--- config.mk ---
export PLATFORM = sky130hd
export DESIGN_NAME = toggle_event_rx
export DESIGN_NICKNAME = d
export VERILOG_FILES = /design/src/rtl/toggle_event_rx.sv
export SDC_FILE = /design/constraint.sdc
export NUM_CORES = 1
export LEC_CHECK = 0
export CAP_MARGIN = 20
export CORE_MARGIN = 8
export CORE_UTILIZATION = 44
export CTS_CLUSTER_DIAMETER = 80
export DETAILED_ROUTE_END_ITERATION = 8
export PLACE_DENSITY = 0.73
export SYNTH_ARGS = -nofsm -noshare
export SYNTH_HDL_FRONTEND = slang
export SYNTH_SLANG_ARGS = --single-unit
--- constraint.sdc ---
create_clock -name clk -period 1.5 [get_ports clk]
set_clock_uncertainty 0.1 [all_clocks]
set_input_delay 0.45 -clock clk [delete_from_list [all_inputs] [get_ports clk]]
set_output_delay 0.45 -clock clk [all_outputs]
set_load 0.05 [all_outputs]
--- src/rtl/toggle_event_rx.sv ---
// Two-phase toggle receiver: synchronises tog_in, turns each level change into one
// buffered event, drains via valid/ready. Optional macro TOGGLE_ACK_EN adds tog_ack.
module toggle_event_rx #(
    parameter int SYNC_STAGES = 2,
    parameter int PEND_W      = 4,
    parameter int CNT_W       = 8
) (
    input  logic              clk,
    input  logic              reset,
    input  logic              tog_in,
    output logic              evt_valid,
    input  logic              evt_ready,
    output logic [PEND_W-1:0] pending,
    output logic [CNT_W-1:0]  evt_total,
    output logic              overflow,
    input  logic              ovf_clr
`ifdef TOGGLE_ACK_EN
    ,
    output logic              tog_ack
`endif
);

    typedef enum logic {ST_ARM, ST_ACTIVE} state_t;

    localparam int                ARM_W    = $clog2(SYNC_STAGES + 2);
    localparam logic [ARM_W-1:0]  ARM_LAST = ARM_W'(SYNC_STAGES);
    localparam logic [PEND_W-1:0] PEND_MAX = '1;

    state_t             r_state;
    state_t             w_state_nxt;
    logic [ARM_W-1:0]   r_arm_cnt;
    logic [ARM_W-1:0]   w_arm_cnt_nxt;
    logic [SYNC_STAGES-1:0] r_sync;
    logic               r_tog_q;
    logic               w_tog_s;
    logic               w_det;
    logic               w_pop;
    logic               w_ovf_set;
    logic [PEND_W-1:0]  w_pend_nxt;
    logic [PEND_W-1:0]  r_pending;
    logic               r_valid;
    logic [CNT_W-1:0]   r_total;
    logic               r_ovf;

    assign w_tog_s = r_sync[SYNC_STAGES-1];

    // The chain and reference flop shift in ARM too, so tog_in at reset becomes the baseline.
    always_ff @(posedge clk) begin
        if (reset) begin
            r_sync  <= '0;
            r_tog_q <= 1'b0;
        end else begin
            r_sync  <= {r_sync[SYNC_STAGES-2:0], tog_in};
            r_tog_q <= w_tog_s;
        end
    end

    always_ff @(posedge clk) begin
        if (reset) begin
            r_state   <= ST_ARM;
            r_arm_cnt <= '0;
        end else begin
            r_state   <= w_state_nxt;
            r_arm_cnt <= w_arm_cnt_nxt;
        end
    end

    always_comb begin
        w_state_nxt   = r_state;
        w_arm_cnt_nxt = r_arm_cnt;
        w_det         = 1'b0;
        case (r_state)
            ST_ARM: begin
                if (r_arm_cnt == ARM_LAST) begin
                    w_state_nxt   = ST_ACTIVE;
                    w_arm_cnt_nxt = '0;
                end else begin
                    w_arm_cnt_nxt = r_arm_cnt + 1'b1;
                end
            end
            ST_ACTIVE: begin
                w_det = (w_tog_s != r_tog_q);
            end
            default: w_state_nxt = ST_ARM;
        endcase
    end

    assign w_pop = r_valid && evt_ready;

    // A coincident detect and pop cancel out, so a full buffer never flags overflow then.
    always_comb begin
        w_pend_nxt = r_pending;
        w_ovf_set  = 1'b0;
        if (w_det && !w_pop) begin
            if (r_pending == PEND_MAX) w_ovf_set = 1'b1;
            else                       w_pend_nxt = r_pending + 1'b1;
        end else if (w_pop && !w_det) begin
            w_pend_nxt = r_pending - 1'b1;
        end
    end

    always_ff @(posedge clk) begin
        if (reset) begin
            r_pending <= '0;
            r_valid   <= 1'b0;
            r_total   <= '0;
            r_ovf     <= 1'b0;
        end else begin
            r_pending <= w_pend_nxt;
            r_valid   <= (w_pend_nxt != '0);
            if (w_det)          r_total <= r_total + 1'b1;
            if (w_ovf_set)      r_ovf   <= 1'b1;
            else if (ovf_clr)   r_ovf   <= 1'b0;
        end
    end

`ifdef TOGGLE_ACK_EN
    logic r_ack;
    always_ff @(posedge clk) begin
        if (reset)      r_ack <= 1'b0;
        else if (w_pop) r_ack <= ~r_ack;
    end
    assign tog_ack = r_ack;
`endif

    assign evt_valid = r_valid;
    assign pending   = r_pending;
    assign evt_total = r_total;
    assign overflow  = r_ovf;

endmodule

-- Word-level counts from Yosys, hierarchy flattened
Cells that the tools add are included.
- add/subtract/negate cells: 4
- eq/ne operators: 3
- muxes and demuxes: 11
- reductions and logical operators: 7
- operator list (cell ; count):
    $mux 4 ; 3
    $add 8x1->8 const B ; 1
    $mux 1 ; 7
    $add 4x1->4 const B ; 1
    $eq 4x4->1 const B ; 1
    $reduce_bool 4->1 ; 1
    $sub 4x1->4 const B ; 1
    $logic_and 1x1->1 ; 3
    $add 2x1->2 const B ; 1
    $eq 2x2->1 const B ; 1
    $logic_not 1->1 ; 2
    $mux 2 ; 1
    $reduce_bool 2->1 ; 1
    $ne 1x1->1 ; 1
- register bits: 20
- bits of input ports: 5
- output and inout port bits: 14
- word-level logic and storage cells: 33

-- Logic depth before layout (Yosys ltp)
Gate-level depths: netlist of run 1.
- depth after elaboration: 7
- gate-level depth with buffers: 7
- depth with buffers taken out: 6

-- Worst setup path before layout of run 1
No wires, ideal clock.
- path kind: register -> register
- start: reg r_pending[1] (netlist: pending[1])
- end: reg r_valid (netlist: evt_valid)
- library setup time: 137 ps
- arrival time: 1690 ps
- data required time: 1263 ps
- path slack: -427 ps
- stages on the path, launching flop included: 7
- path buffers: 0
- period minus slack after synthesis: 1927 ps
- cells stage by stage: dfxtp_1 > ha_1 > nand3_1 > nand4_1 > o21ai_0 > xnor2_1 > a41oi_2
- longest elaborated chain between the ends: 4
- elaborated cells between the ends (all ways): 7
- classes of those cells: 2 x add/sub; 1 x eq/ne; 3 x mux; 1 x reduce/logical
- ends and longest elaborated chain (item ; RTL line ; RTL):
    start, declared ; 40 ; logic [PEND_W-1:0] r_pending;
    start signal, assigned ; 109 ; r_pending <= w_pend_nxt;
    $sub 4x1->4, or another cell as far along ; 98 ; w_pend_nxt = r_pending - 1'b1;
    $mux 4 (on tied branches) ; 97, 95 ;
    $mux 4 * ; 94 ; if (w_det && !w_pop) begin
    $reduce_bool 4->1 * ; 110 ; r_valid <= (w_pend_nxt != '0);
    end signal, assigned ; 110 ;
    end, declared ; 41 ; logic r_valid;
Mark *: on every way between the ends. The rest lies on a longest branch, timed or not.
A chain may end at the register's enable or synchronous reset.

-- Final worst setup path of run 1
Same ends and word-level chain as after synthesis.

==> impl_metrics.toml, run 1 <==
[yosys]
synth.distinct_cells = 31
syn_inst = 104
post-synth-top-area-cell = "dfxtp_1"
synth_compound_area_share_pct = 16.6
syn_area_um2 = 898
synth_top_family_by_area = "simple AND/OR/NAND/NOR gates"
ys_seq_area_share_pct = 44.6
synth_mux_area_share_pct = 0
synth_flop_cell = "dfxtp_1"
ys_ff_latch = 20
synth_top_area_share_pct = 44.6
synthTopCellsByCount = "dfxtp_1, nor2_1, a21oi_1, nand2_1, inv_1"
yosys_warnings = 0
syn_nets = 112
async_reset_ff_share_pct = 0
synthTopCellsByArea = "dfxtp_1, a21oi_1, nor2_1, xnor2_1, ha_1"
synth-edff-count = 0
avgSynthCellArea_um2 = 8.64
synth_fa_ha_area_share_pct = 4.18
synth_most_common_cell = "dfxtp_1"
yosys.area_share.simple_pct = 21.2
synth-xor-area-share_pct = 8.77

[power_and_ir_drop]
leakagePower_nw = 0.564
p_per_area_nw_per_um2 = 1210
peakVddDrop_mv = 1.14
power_frac_clock_pct = 17.0
power_frac_comb_pct = 43.4
intPower_mw = 1.14
switching_power_mw = 0.632
p_seq_share_pct = 39.6
swShare_pct = 35.6

[critical_path]
worstPathCellList = "or3_4 > a211oi_2 > a31oi_1 > o21ai_2 > a41oi_2"
crit_path_end = "evt_valid"
r2r_start = "pending[1]"
cp_data_arrival_time_ns = 1.61
crit_path_start = "pending[1]"
startpoint_type = "flip-flop"
slowest_delay_ns = 0.39
crit_slowest_cell = "dfxtp_4"
crit_type = "flip-flop to flip-flop"
r2r-end = "evt_valid"
crit_path_end_kind = "flip-flop"
worstPathMaxFanout = 6
cp.required_ns = 1.59
r2r_slack_ns = -0.02
reg2reg_depth = 5

[routing]
via_count = 834
ant_nets = 0
first_pass_iters = 4
drtIter0Drc = 22
drt-total-wl_um = 2160
routedWlPerCell_um = 13.2
drc_errors = 0
vias_per_cell = 5.12

[clocking]
clockBufferDepth = 2
root_buffer = "clkbuf_4"
cts_tree = "yes"
htreeDepth = 1
cts_sinks = 20
clk_pin_slew_worst_paths_ns = 0.10
cts_buffers = 3
insertion_delay_ns = 0.30

[finish]
nFillCells = 140
layout.cells.non_filler = 163
multiInputGateArea_um2 = 519
syn_to_final_growth_pct = 63.8
regArea_um2 = 424
fin_area_um2 = 1470
final_core_util_pct = 75.8
diodes = 0
layout-drive-gt1-share_pct = 41.9
fin_nets = 145

[sta]
finalWorstSetupSlack_ns = -0.0157
period_share_pct = 101
slew_viol_final = 0
grt_setup_unrepaired = "true"
tightest_slew_ns = 0.220
period_needed_ns = 1.52
setup_viol = 1
timing_hold_violations_final = 0
relSlewSlack_pct = 85.3
max_freq_ghz = 0.660

[placed_design]
dp_hpwl_um = 1600
placed_cells = 157
globalplace.congestion = 0.889
dpl-instance-area_um2 = 1370
dpl_worst_slack_ns = -0.531
io_buffers = 18

[min_path]
hold_class = "flip-flop to flip-flop"

[global_route]
antenna_found_initial = 0
grt_max_degree = 12
track_usage_pct = 13.0
grt_pass1_wl_um = 3640
grt_pass1_vias = 811
grt_overflow = 0

[floorplan]
die_area_um2 = 3740
num_rows = 16
ios = 19
core_um2 = 1940
die-width_um = 61.2
start_util_pct = 46.3
chipHeight_um = 61.2

[job]
drv_cap = 0

[status]
violations = "setup timing"
status = "finished, violations left"
==> power by group through the flow <==
stage / sequential, mW / clock (mW) / combinational (mW)
after global routing: 0.712 / 0.341 / 0.817
after CTS: 0.698 / 0.314 / 0.744
after global placement: 0.704 / 0 / 0.688
after detailed placement: 0.707 / 0 / 0.707
after floorplan: 0.828 / 0 / 0.268
final: 0.703 / 0.302 / 0.771
==> through the flow <==
step                      power, mW  hold slack [ns]  setup TNS, ns
after floorplan                1.10            0.314        -0.0418
after CTS                      1.76            0.354        -0.0180
after detailed placement       1.41            0.335          -2.19
after global placement         1.39            0.317          -1.88
final                          1.78            0.350        -0.0157
after global routing           1.87            0.360         -0.203
==> kinds of logic after synthesis <==
logic type / after synthesis
AND/OR/NAND/NOR: 40
AO/OA/AOI/OAI: 22
flip-flops: 20
buffers and inverters: 10
XOR/XNOR: 9
adder cells (fa/ha/maj): 3
==> worst max-delay path, delay by kind of cell, from the launching register on <==
family	cells	cell delay, ns
AO/OA/AOI/OAI	4	0.53
flip-flops	1	0.39
AND/OR/NAND/NOR	1	0.39
==> cells in the final DEF (no fill, tap or decap), types with 2 or more instances in the layout <==
| cell type | count |
|---|---|
| dfxtp_1 | 7 |
| clkbuf_4 | 3 |
| clkdlybuf4s50_1 | 3 |
| nand4_1 | 2 |
| buf_4 | 11 |
| or3_1 | 2 |
| xnor2_2 | 2 |
| buf_12 | 14 |
| nand2_1 | 8 |
| inv_1 | 6 |
| nand3_1 | 3 |
| dfxtp_2 | 10 |
| nor2_1 | 13 |
| buf_6 | 3 |
| a21oi_1 | 9 |
| dfxtp_4 | 3 |
| xnor2_1 | 3 |
| a31oi_1 | 2 |
| xor2_1 | 4 |
| ha_1 | 2 |
| nor2b_1 | 3 |
==> layout make-up <==
type                    count  area share [%]
multi-input cells          74            35.3
repair buffers             32            29.6
flip-flops and latches     20            28.8
clock buffers               4            2.47
well taps                  27            2.30
inverters                   6            1.53
==> worst min-delay path by stage <==
stage,start,end,cells past startpoint
global route,r_sync[0],r_sync[1],1
floorplan,r_sync[0],r_sync[1],1
finish,r_sync[0],r_sync[1],1
global placement,r_sync[0],r_sync[1],1
detailed placement,r_sync[0],r_sync[1],1
CTS,r_sync[0],r_sync[1],1
==> state kept, by name, indices dropped and copies added, names as in the netlist <==
signal,count
evt_total,8
evt_valid,1
overflow,1
pending,4
r_arm_cnt,2
r_state,1
r_sync,2
r_tog_q,1
==> metal layers <==
metal | vias to the layer above | GRT usage (%) | part of all wire (%)
met3 | 4 | 4.38 | 4.7
li1 | 423 | - | -
met1 | 386 | 14.7 | 45
met5 | - | 0 | 0
met2 | 21 | 21.9 | 49
met4 | 0 | 4.98 | 1.2
==> repair_timing <==
action,in CTS,in global routing
endpoints found under the setup margin,8,11
pin swaps,6,0
hold buffers,0,0
resized for setup,10,5
buffers inserted,2,0
(Power assumes the default switching activity.)
==> inputs of run 2 (changes only) <==
- CORE_UTILIZATION: 44 -> 45
- PLACE_DENSITY: 0.73 -> 0.72
- clock period: 1.5 -> 1.7 ns (I/O delays scaled with it)
==> impl_metrics.toml, run 2 (synthesized netlist as in run 1, its figures left out) <==
[floorplan]
die-width_um = 60.7
ios = 19
core_um2 = 1920
chipHeight_um = 60.7
die_area_um2 = 3680
start_util_pct = 46.7
num_rows = 16

[clocking]
insertion_delay_ns = 0.30
root_buffer = "clkbuf_4"
clk_pin_slew_worst_paths_ns = 0.10
cts_tree = "yes"
cts_sinks = 20
cts_buffers = 3
htreeDepth = 1
clockBufferDepth = 2

[critical_path]
crit_path_end_kind = "flip-flop"
crit_family = "buffers and inverters"
slowest_delay_ns = 0.52
worstPathCellList = "clkdlybuf4s50_1 > nand2_4 > buf_4 > a311o_1 > o21ai_2 > a41oi_2"
cp_data_arrival_time_ns = 1.74
cp_num_buf_inv = 2
r2r_start = "r_tog_q"
cp.required_ns = 1.78
crit_slowest_cell = "clkdlybuf4s50_1"
crit_type = "input port to flip-flop"
crit_path_start = "evt_ready"
startpoint_type = "input port"
worstPathMaxFanout = 8

[sta]
finalWorstSetupSlack_ns = 0.0381
grt_setup_unrepaired = "false"
max_freq_ghz = 0.602
period_needed_ns = 1.66
setup_viol = 0
slew_viol_final = 0
tightest_slew_ns = 0.358
finalSetupTns_ns = 0
relSlewSlack_pct = 76.0
timing_hold_violations_final = 0
period_share_pct = 97.8

[status]
status = "complete, no violations"

[global_route]
grt_pass1_vias = 750
grt_max_degree = 12
antenna_found_initial = 0
grt_pass1_wl_um = 3240
track_usage_pct = 11.5
grt_overflow = 0

[finish]
fin_area_um2 = 1390
syn_to_final_growth_pct = 54.2
regArea_um2 = 413
final_cell_mix = "dfxtp_1, buf_12, nor2_1"
fin_nets = 139
layout-drive-gt1-share_pct = 31.8
diodes = 0
largest_register_ffs = 8
multiInputGateArea_um2 = 513
nFillCells = 146

[routing]
drc_errors = 0
ant_nets = 0
drtIter0Drc = 21
drt-total-wl_um = 2020
routedWlPerCell_um = 13.0
via_count = 822
first_pass_iters = 4
vias_per_cell = 5.27

[placed_design]
dp_hpwl_um = 1540
dpl_worst_slack_ns = -0.390
globalplace.congestion = 0.776
io_buffers = 18
dpl-instance-area_um2 = 1300

[min_path]
hold_class = "flip-flop to flip-flop"
hp-start = "r_sync[0]"

[job]
drv_cap = 0

[power_and_ir_drop]
leakagePower_nw = 0.515
p_total_mw = 1.46
p_per_area_nw_per_um2 = 1050
peakVddDrop_mv = 0.876
-- run 2: cell count changes in the layout (fill, tap and decap cells not counted), sizes merged --
| cell | before | now |
|---|---|---|
| clkdlybuf4s50 | 3 | 4 |
| buf | 28 | 22 |
| clkbuf | 4 | 3 |
| dlygate4sd2 | 1 | 0 |
-- run 2: area by class of cell --
class / count / share of cell area, %
Tap cell: 27 / 2.44
Sequential cell: 20 / 29.8
Clock buffer: 3 / 1.63
Multi-Input combinational cell: 74 / 37.0
Timing Repair Buffer: 26 / 27.5
Inverter: 6 / 1.63
-- run 2: path summary, 6_finish.rpt --
check                           cells after the start   endpoint  slack, ns
worst max-delay path                                6  evt_valid       0.04
worst min-delay path                                1  r_sync[1]       0.35
worst max register to register                      6  evt_valid       0.10
worst min register to register                      1  r_sync[1]       0.35
-- run 2: repair_timing --
item,4_1_cts,5_1_grt
hold buffers,0,0
setup buffers,0,0
resized for setup,5,8
pin swaps,1,1
endpoints found under the setup margin,1,2
-- run 2: through the flow --
stage	instances	utilization [%]	hold WS, ns
after floorplan	104	-	0.314
after global placement	153	67.6	0.318
after detailed placement	153	67.6	0.330
after CTS	156	69.5	0.354
after global routing	156	72.1	0.379
final	156	72.1	0.350
-- run 2: power breakdown --
| group | leakage, nW | total, mW | internal [mW] | switching (mW) |
|---|---|---|---|---|
| registers | 0.166 | 0.616 | 0.531 | 0.0857 |
| clock network | 0.0138 | 0.219 | 0.0827 | 0.137 |
| logic | 0.335 | 0.624 | 0.301 | 0.323 |
| total | 0.515 | 1.46 | 0.915 | 0.545 |
-- run 2: metal layers --
metal	track usage (%)	part of all wire, %	vias to the layer above
met5	0	0	-
met4	4.65	1.4	0
met3	4.66	6.8	4
met2	18.6	48	22
met1	13.2	44	390
li1	-	-	406
==> inputs of run 3 (changes only) <==
- CTS_CLUSTER_DIAMETER: 80 -> 120
- PLACE_DENSITY: 0.72 -> 0.82
- SLEW_MARGIN: not set -> 25
==> impl_metrics.toml, run 3 (synthesized netlist as in run 1, its figures left out) <==
[clocking]
root_buffer = "clkbuf_4"
clk_pin_slew_worst_paths_ns = 0.11
cts_tree = "yes"
clockBufferDepth = 2
holdBufCountCts = 0
cts_buffers = 3
htreeDepth = 1
insertion_delay_ns = 0.31
cts_sinks = 20

[finish]
largest_register_ffs = 8
syn_to_final_growth_pct = 60.9
diodes = 0
final_cell_mix = "buf_12, nor2_1, dfxtp_1"
fin_nets = 142
layout-drive-gt1-share_pct = 35.3
regArea_um2 = 415
multiInputGateArea_um2 = 503
mostFrequentLayoutCell = "buf_12"
nFillCells = 130

[global_route]
met2_usage_pct = 22.0
grt_overflow = 0
busiest_layer = "met2"
grt_pass1_wl_um = 3640
grt_max_degree = 21
grtUsageMet1_pct = 13.4
met3_usage_pct = 3.39
track_usage_pct = 12.9
antenna_found_initial = 0
grt_pass1_vias = 904

[routing]
vias_per_cell = 5.34
routedWlPerCell_um = 14.5
via_count = 854
drt-total-wl_um = 2310
drtIter0Drc = 20
ant_nets = 0
first_pass_iters = 4
drc_errors = 0

[critical_path]
cp_data_arrival_time_ns = 1.70
r2r-end = "evt_valid"
reg2reg_depth = 6
worstPathMaxFanout = 4
worstPathCellList = "ha_2 > nand3_1 > nand4_1 > o21ai_0 > xnor2_1 > a41oi_2"
cp_num_buf_inv = 0
slowest_delay_ns = 0.39
r2r_slack_ns = 0.09
crit_family = "flip-flops"
cp.required_ns = 1.79
crit_path_end_kind = "flip-flop"
r2r_start = "pending[1]"
startpoint_type = "flip-flop"
crit_type = "flip-flop to flip-flop"
crit_slowest_cell = "dfxtp_4"

[sta]
relSlewSlack_pct = 70.8
period_share_pct = 94.7
slew_viol_final = 0
timing_hold_violations_final = 0
tightest_slew_ns = 0.434
setup_viol = 0
finalWorstSetupSlack_ns = 0.0899
max_freq_ghz = 0.621
period_needed_ns = 1.61

[placed_design]
dp_hpwl_um = 1640
io_buffers = 18
globalplace.congestion = 0.824
dpl_worst_slack_ns = -0.352

[power_and_ir_drop]
leakagePower_nw = 0.558
p_per_area_nw_per_um2 = 1160
p_total_mw = 1.68
peakVddDrop_mv = 0.673

[floorplan]
core_um2 = 1920
die-width_um = 60.7
chipHeight_um = 60.7
start_util_pct = 46.7
die_area_um2 = 3680
num_rows = 16
ios = 19

[job]
drv_cap = 0

[min_path]
hold_end = "r_sync[1]"
hold_class = "flip-flop to flip-flop"
hp-start = "r_sync[0]"
hold-path-cell-count = 1

[status]
status = "complete, no violations"
run 3: changes by cell type in the layout (fill, tap and decap cells not counted), sizes merged:
cell           before  now
dlymetal6s2s        0    1
clkdlybuf4s50       4    3
buf                22   25
bufinv              0    1
run 3: worst max path at each step:
stage | start | endpoint | slack (ns) | cells past startpoint
2_1_floorplan | pending[1] | evt_valid | 0.0005 | 6
3_3_place_gp | evt_ready | evt_valid | -0.28 | 6
3_5_place_dp | evt_ready | evt_valid | -0.35 | 6
4_1_cts | r_sync[1] | evt_valid | 0.04 | 5
5_1_grt | pending[1] | evt_valid | -0.008 | 6
6_report | pending[1] | evt_valid | 0.09 | 6
run 3: cell type report:
cell class	count	share of cell area (%)
Clock buffer	3	1.56
Clock inverter	1	2.08
Inverter	6	1.56
Multi-Input combinational cell	74	34.8
Sequential cell	20	28.7
Tap cell	27	2.34
Timing Repair Buffer	29	28.9
run 3: routing by layer:
metal,up-vias,routed length (µm)
met5,-,0
met4,0,67
met1,400,918
met2,36,1160
li1,411,-
met3,7,168
run 3: stage by stage:
stage	setup TNS, ns	hold slack [ns]	util (%)	cell area [µm²]	cells
floorplan	0	0.314	-	906	104
detailed placement	-1.28	0.340	68.7	1320	154
finish	0	0.355	75.2	1450	160
global route	-0.00778	0.367	75.2	1450	160
global placement	-1.00	0.330	68.7	1320	154
CTS	0	0.364	72.0	1380	158
run 3: worst register-to-register path: stages, from the launching register on:
cell and delay (ns):
dfxtp_4 0.39, ha_2 0.22, nand3_1 0.13, nand4_1 0.13
o21ai_0 0.11, xnor2_1 0.26, a41oi_2 0.14
run 3: power by group:
group	switching (mW)	total [mW]	leakage [nW]	internal, mW
Combinational	0.366	0.696	0.363	0.330
Sequential	0.0638	0.594	0.167	0.530
Clock	0.152	0.391	0.0279	0.239
run 3: repair_timing:
| item | 4_1_cts | 5_1_grt |
|---|---|---|
| setup buffers | 0 | 2 |
| resized for setup | 3 | 11 |
| pin swaps | 0 | 5 |
| endpoints found under the setup margin | 1 | 1 |
| endpoints found under the hold margin | 0 | 0 |
